$ cat src/rtl/fetch_if.sv
// Instruction-memory request/ready bus between the fetch stage and instruction memory.
interface fetch_if;
  logic        mem_req;
  logic [31:0] mem_addr;
  logic        mem_ready;
  logic [31:0] mem_rdata;

  modport master (
    output mem_req,
    output mem_addr,
    input  mem_ready,
    input  mem_rdata
  );

  modport slave (
    input  mem_req,
    input  mem_addr,
    output mem_ready,
    output mem_rdata
  );
endinterface

$ cat src/rtl/fetch.sv
// Instruction fetch stage: owns the fetch PC, runs the memory handshake, keeps a one-word
// skid buffer for decode stalls and squashes wrong-path responses after a redirect.
module fetch #(
  parameter logic [31:0] RESET_PC = 32'h0000_0000,
  parameter logic [31:0] NOP_INSN = 32'h0000_0013
) (
  input  logic        clk,
  input  logic        rst_n,
  input  logic        stall_i,
  input  logic        branch_taken_i,
  input  logic [31:0] branch_target_i,
  fetch_if.master     mem,
  output logic [31:0] instruction_o,
  output logic [31:0] pc_o,
  output logic        valid_o
);

  typedef enum logic [1:0] {StIdle, StFetch, StHold, StDrain} state_e;

  state_e      state_q, state_d;
  logic [31:0] addr_q, addr_d;
  logic [31:0] insn_q, insn_d;
  logic [31:0] pc_q, pc_d;
  logic        valid_q, valid_d;
  logic [31:0] skid_q, skid_d;
  logic [31:0] skid_pc_q, skid_pc_d;
  logic [31:0] target_q, target_d;

  logic [31:0] br_tgt;
  logic [1:0]  unused_tgt_lsbs;
  logic        consumed;

  assign br_tgt          = {branch_target_i[31:2], 2'b00};
  assign unused_tgt_lsbs = branch_target_i[1:0];
  assign consumed        = valid_q & ~stall_i;

  always_comb begin
    state_d   = state_q;
    addr_d    = addr_q;
    insn_d    = insn_q;
    pc_d      = pc_q;
    valid_d   = valid_q;
    skid_d    = skid_q;
    skid_pc_d = skid_pc_q;
    target_d  = target_q;
    unique case (state_q)
      StIdle: state_d = StFetch;
      StFetch: begin
        if (branch_taken_i) begin
          valid_d = 1'b0;
          insn_d  = NOP_INSN;
          if (mem.mem_ready) begin
            addr_d = br_tgt;
          end else begin
            // Request already issued: address must stay put until it completes.
            target_d = br_tgt;
            state_d  = StDrain;
          end
        end else if (mem.mem_ready) begin
          addr_d = addr_q + 32'd4;
          if (!valid_q || !stall_i) begin
            insn_d  = mem.mem_rdata;
            pc_d    = addr_q;
            valid_d = 1'b1;
          end else begin
            skid_d    = mem.mem_rdata;
            skid_pc_d = addr_q;
            state_d   = StHold;
          end
        end else if (consumed) begin
          valid_d = 1'b0;
          insn_d  = NOP_INSN;
        end
      end
      StHold: begin
        if (branch_taken_i) begin
          valid_d = 1'b0;
          insn_d  = NOP_INSN;
          addr_d  = br_tgt;
          state_d = StFetch;
        end else if (!stall_i) begin
          insn_d  = skid_q;
          pc_d    = skid_pc_q;
          valid_d = 1'b1;
          state_d = StFetch;
        end
      end
      StDrain: begin
        // A fresh redirect only retargets; any response this cycle is wrong-path anyway.
        if (branch_taken_i) begin
          target_d = br_tgt;
        end else if (mem.mem_ready) begin
          addr_d  = target_q;
          state_d = StFetch;
        end
      end
      default: state_d = StIdle;
    endcase
  end

  always_ff @(posedge clk or negedge rst_n) begin
    if (!rst_n) begin
      state_q   <= StIdle;
      addr_q    <= RESET_PC;
      insn_q    <= NOP_INSN;
      pc_q      <= RESET_PC;
      valid_q   <= 1'b0;
      skid_q    <= 32'h0;
      skid_pc_q <= 32'h0;
      target_q  <= 32'h0;
    end else begin
      state_q   <= state_d;
      addr_q    <= addr_d;
      insn_q    <= insn_d;
      pc_q      <= pc_d;
      valid_q   <= valid_d;
      skid_q    <= skid_d;
      skid_pc_q <= skid_pc_d;
      target_q  <= target_d;
    end
  end

  assign mem.mem_req  = (state_q == StFetch) || (state_q == StDrain);
  assign mem.mem_addr = addr_q;
  assign instruction_o = insn_q;
  assign pc_o          = pc_q;
  assign valid_o       = valid_q;

endmodule

$ cat src/flat_wrapper.sv
// flat-port wrapper written by rule: the top's interface ports become plain ports
module fetch_flat 
#(
  parameter logic [31:0] RESET_PC = 32'h0000_0000,
  parameter logic [31:0] NOP_INSN = 32'h0000_0013
)
  (clk, rst_n, stall_i, branch_taken_i, branch_target_i, instruction_o, pc_o, valid_o, mem_mem_req, mem_mem_addr, mem_mem_ready, mem_mem_rdata);
  fetch_if mem_i ();
  input  logic clk;
  input  logic rst_n;
  input  logic stall_i;
  input  logic branch_taken_i;
  input  logic [31:0] branch_target_i;
  output logic [31:0] instruction_o;
  output logic [31:0] pc_o;
  output logic valid_o;
  output wire logic [$bits(mem_i.mem_req)-1:0] mem_mem_req;
  output wire logic [$bits(mem_i.mem_addr)-1:0] mem_mem_addr;
  input wire logic [$bits(mem_i.mem_ready)-1:0] mem_mem_ready;
  input wire logic [$bits(mem_i.mem_rdata)-1:0] mem_mem_rdata;
  assign mem_mem_req = mem_i.mem_req;
  assign mem_mem_addr = mem_i.mem_addr;
  assign mem_i.mem_ready = mem_mem_ready;
  assign mem_i.mem_rdata = mem_mem_rdata;
  fetch #(.RESET_PC(RESET_PC), .NOP_INSN(NOP_INSN)) u_core (.clk(clk), .rst_n(rst_n), .stall_i(stall_i), .branch_taken_i(branch_taken_i), .branch_target_i(branch_target_i), .mem(mem_i), .instruction_o(instruction_o), .pc_o(pc_o), .valid_o(valid_o));
endmodule
$ cat config.mk
export PLATFORM = sky130hd
export DESIGN_NAME = fetch_flat
export DESIGN_NICKNAME = d
export VERILOG_FILES = /design/src/rtl/fetch_if.sv /design/src/rtl/fetch.sv /design/src/flat_wrapper.sv
export SDC_FILE = /design/constraint.sdc
export NUM_CORES = 1
export LEC_CHECK = 0
export ABC_AREA = 1
export BUFFER_PORTS_ARGS = -buffer_cell sky130_fd_sc_hd__buf_2
export CAP_MARGIN = 10
export CORE_ASPECT_RATIO = 1.25
export CORE_MARGIN = 2
export CORE_UTILIZATION = 51
export CTS_CLUSTER_SIZE = 25
export DETAILED_ROUTE_END_ITERATION = 8
export GPL_TIMING_DRIVEN = 1
export PLACE_DENSITY = 0.88
export SLEW_MARGIN = 20
export SYNTH_ARGS = -nofsm -noshare
export SYNTH_HDL_FRONTEND = slang
export SYNTH_SLANG_ARGS = --single-unit
export TNS_END_PERCENT = 20
$ cat constraint.sdc
create_clock -name clk -period 1.7 [get_ports clk]
set_input_delay 0.255 -clock clk [delete_from_list [all_inputs] [get_ports clk]]
set_output_delay 0.255 -clock clk [all_outputs]
set_load 0.05 [all_outputs]
==> results.ini <==
[clocking]
clock-root-buffer=clkbuf_16
cts_tree=yes
ctsLongestPathBuffers=2
cts-buffers-inserted=17
clk_pin_slew_ns=0.07
cts_sinks=187
clk_latency_ns=0.44
htree_levels=4

[finish]
seqCellArea_um2=4690
multi_input_area_um2=4160
fin_nets=1453
stdcell_count=1616
fin_area_um2=12000
insertedDiodeCount=0
nFillCells=1309
area_growth_pct=31.8
drive_gt1_share_pct=27.5

[critical_path]
rrSetupSlack_ns=-0.22
reg2reg_from=u_core.state_q[0]$_DFFE_PN0P_
max_stage_delay_ns=0.41
crit_fanout=5
cp_data_required_time_ns=2.06
cp_slowest_cell=dfrtp_1
path_class=register to register
crit_chain=buf_6 > ha_4 > nand2_4 > inv_2 > o211ai_1 > o21ai_4 > nor2_4 > buf_12 > clkbuf_16 > nor2_1 > a21oi_1
setup.worst_path.end_class=register
path_delay_family=buffers and inverters
cp.buffers_inverters=4
reg2reg_to=u_core.instruction_o[17]$_DFFE_PN0P_
start_kind=register
r2r_cells=11
cp.arrival_ns=2.28

[drt]
route.detailed.drc=0
vias_per_cell=5.64
wl_per_cell_um=17.6
dr.pass1.iters=6
num_vias=9109
ant_nets=0
wirelength_mm=28.5
drt-initial-drc-count=837

[place]
dpl.hpwl_mm=17.2
placed_cell_area_um2=10600
dp_cells=1554
place.gp.congestion=0.940
portBuffers=160
dp_slack_ns=-0.148

[yosys]
synth-simple-area-share_pct=23.4
synthMuxAreaShare_pct=0
synth_xor_area_share_pct=0.768
synthAdderAreaFrac_pct=0.686
yosysTopAreaCell=dfrtp_1
synth-async-reset-ratio_pct=100
seq_area_frac_synth_pct=51.3
syn_area_per_cell_um2=7.80
synth_top_family_by_area=simple AND/OR/NAND/NOR gates
syn_inst=1170
synth_common_cells=359 x nand2_1, 184 x dfrtp_1, 139 x nor2_1
synthFlopType=dfrtp_1
yosys-top-cells-area=dfrtp_1 50%, nand2_1 15%, nor2_1 5.7%
synth-edff-count=0
netlist_area_um2=9120
yosysMostFrequentCell=nand2_1
yosys_warnings=0
yosysUniqueCellTypes=29
synth_compound_area_share_pct=16.9
synth-seq-cells=187
synth_top_area_share_pct=50.5

[floorplanning]
die_h_um=154
dieArea_um2=19000
fp.dieW_um=124
fp-row-count=54
num_io_pins=167
coreArea_um2=17500
start_util_pct=52.1

[sta]
rsz0062_at_grt=true
hold_viol=0
fin_hold_ws_ns=0.0324
post-route-min-period_ns=1.92
fmax_mhz=521
slew_violations=0
finalClockSkew_ns=0.00925
finalWorstSetupSlack_ns=-0.221
timing.final.crit_share_pct=113
setup_viol=92

[min_path]
hp-start=mem_mem_rdata[16]
holdPathEnd=u_core.skid_q[16]$_DFFE_PN0P_
hold_depth=3
hp-class=input port to register

[grt]
grt_max_degree=61
antenna_found_initial=0
grt_pass1_wl_mm=42.0
grt_usage_pct=28.0
overflow=0
grt_pass1_vias=8684

[pwr]
power_leakage_nw=5.92
vdd_ir_drop_max_mv=1.04
power_density_nw_per_um2=2570

[outcome]
outcome=complete, but fails checks
violations=negative setup slack

[run]
drv_cap=0

## report_power, final
group | internal, mW | total [mW] | switching, mW
sequential | 6.73 | 8.35 | 1.62
combinational | 6.62 | 18.4 | 11.8
clock | 2.37 | 4.16 | 1.79
total | 15.7 | 30.9 | 15.2
## worst min-delay path, delay by kind of cell
| kind | cells | cell delay (ns) |
|---|---|---|
| AND/OR/NAND/NOR | 2 | 0.10 |
| buffers and inverters | 1 | 0.09 |
## per-layer routing
layer / part of all wire [%] / global-route usage, % / vias to the layer above
li1: - / - / 4228
met1: 38 / 34.5 / 4280
met2: 50 / 46.9 / 499
met3: 8.1 / 6.01 / 102
met4: 4.4 / 12.2 / 0
met5: 0 / 0 / -
## layout make-up
| cell class | count | share of cell area (%) |
|---|---|---|
| Clock inverter | 13 | 1.36 |
| Clock buffer | 19 | 3.69 |
| Inverter | 85 | 2.74 |
| Tap cell | 224 | 2.33 |
| Multi-Input combinational cell | 833 | 34.6 |
| Sequential cell | 187 | 39.0 |
| Timing Repair Buffer | 255 | 16.3 |
## how the worst max path moves through the flow
stage,start,end,slack (ns),cells past startpoint
2_1_floorplan,u_core.mem.mem_addr[4]$_DFFE_PN0P_,u_core.mem.mem_addr[11]$_DFFE_PN0P_,-0.04,8
3_3_place_gp,u_core.state_q[0]$_DFFE_PN0P_,u_core.pc_o[26]$_DFFE_PN0P_,-0.04,8
3_5_place_dp,u_core.state_q[1]$_DFFE_PN0P_,u_core.mem.mem_addr[8]$_DFFE_PN0P_,-0.15,8
4_1_cts,u_core.state_q[1]$_DFFE_PN0P_,mem_mem_req,-0.06,6
5_1_grt,u_core.state_q[0]$_DFFE_PN0P_,u_core.instruction_o[17]$_DFFE_PN0P_,-0.25,11
6_report,u_core.state_q[0]$_DFFE_PN0P_,u_core.instruction_o[17]$_DFFE_PN0P_,-0.22,11
## state kept, by name (all words and copies together) (netlist names)
signal,cells
u_core.valid_o,1
u_core.pc_o,30
u_core.mem.mem_addr,30
u_core.skid_pc_q,30
u_core.state_q,2
u_core.instruction_o,32
u_core.target_q,30
u_core.skid_q,32
## layout by cell type, fill, tap and decap left out, types with 6 or more instances in the layout
cell type	instances
nand3_1	34
nor2_1	110
nand2_2	6
inv_2	11
a22oi_1	37
o21ai_0	81
dfrtp_1	179
nand2_1	353
clkbuf_16	24
buf_2	158
a21oi_1	63
xor2_1	8
o21ai_1	29
nor2_4	15
a21oi_2	8
a31oi_1	29
buf_12	15
buf_6	9
inv_1	72
buf_4	60
nor2_2	23
## cell families (layout without fill, tap and decap cells)
logic type	count (synthesis)	count (layout)
other cells	1	4
compound gates	271	271
simple gates	545	545
fa+ha+maj	5	5
flops	187	187
buf+inv	153	372
xor+xnor	8	8
## timing repair
item / in CTS / in global routing
hold buffers: 1 / 0
gates cloned: 5 / 8
resized for setup: 27 / 91
setup endpoints to repair: 90 / 113
setup buffers: 11 / 6
hold endpoints to repair: 30 / 0
pin swaps: 3 / 9
## metrics by stage
step,TNS (ns),total power [mW],util [%]
6_report,-7.95,30.9,68.7
2_1_floorplan,-0.0835,18.4,-
3_3_place_gp,-1.38,22.2,60.5
5_1_grt,-15.19,32.7,68.7
3_5_place_dp,-4.40,22.7,60.5
4_1_cts,-0.931,28.7,66.0
(Power assumes the default switching activity.)
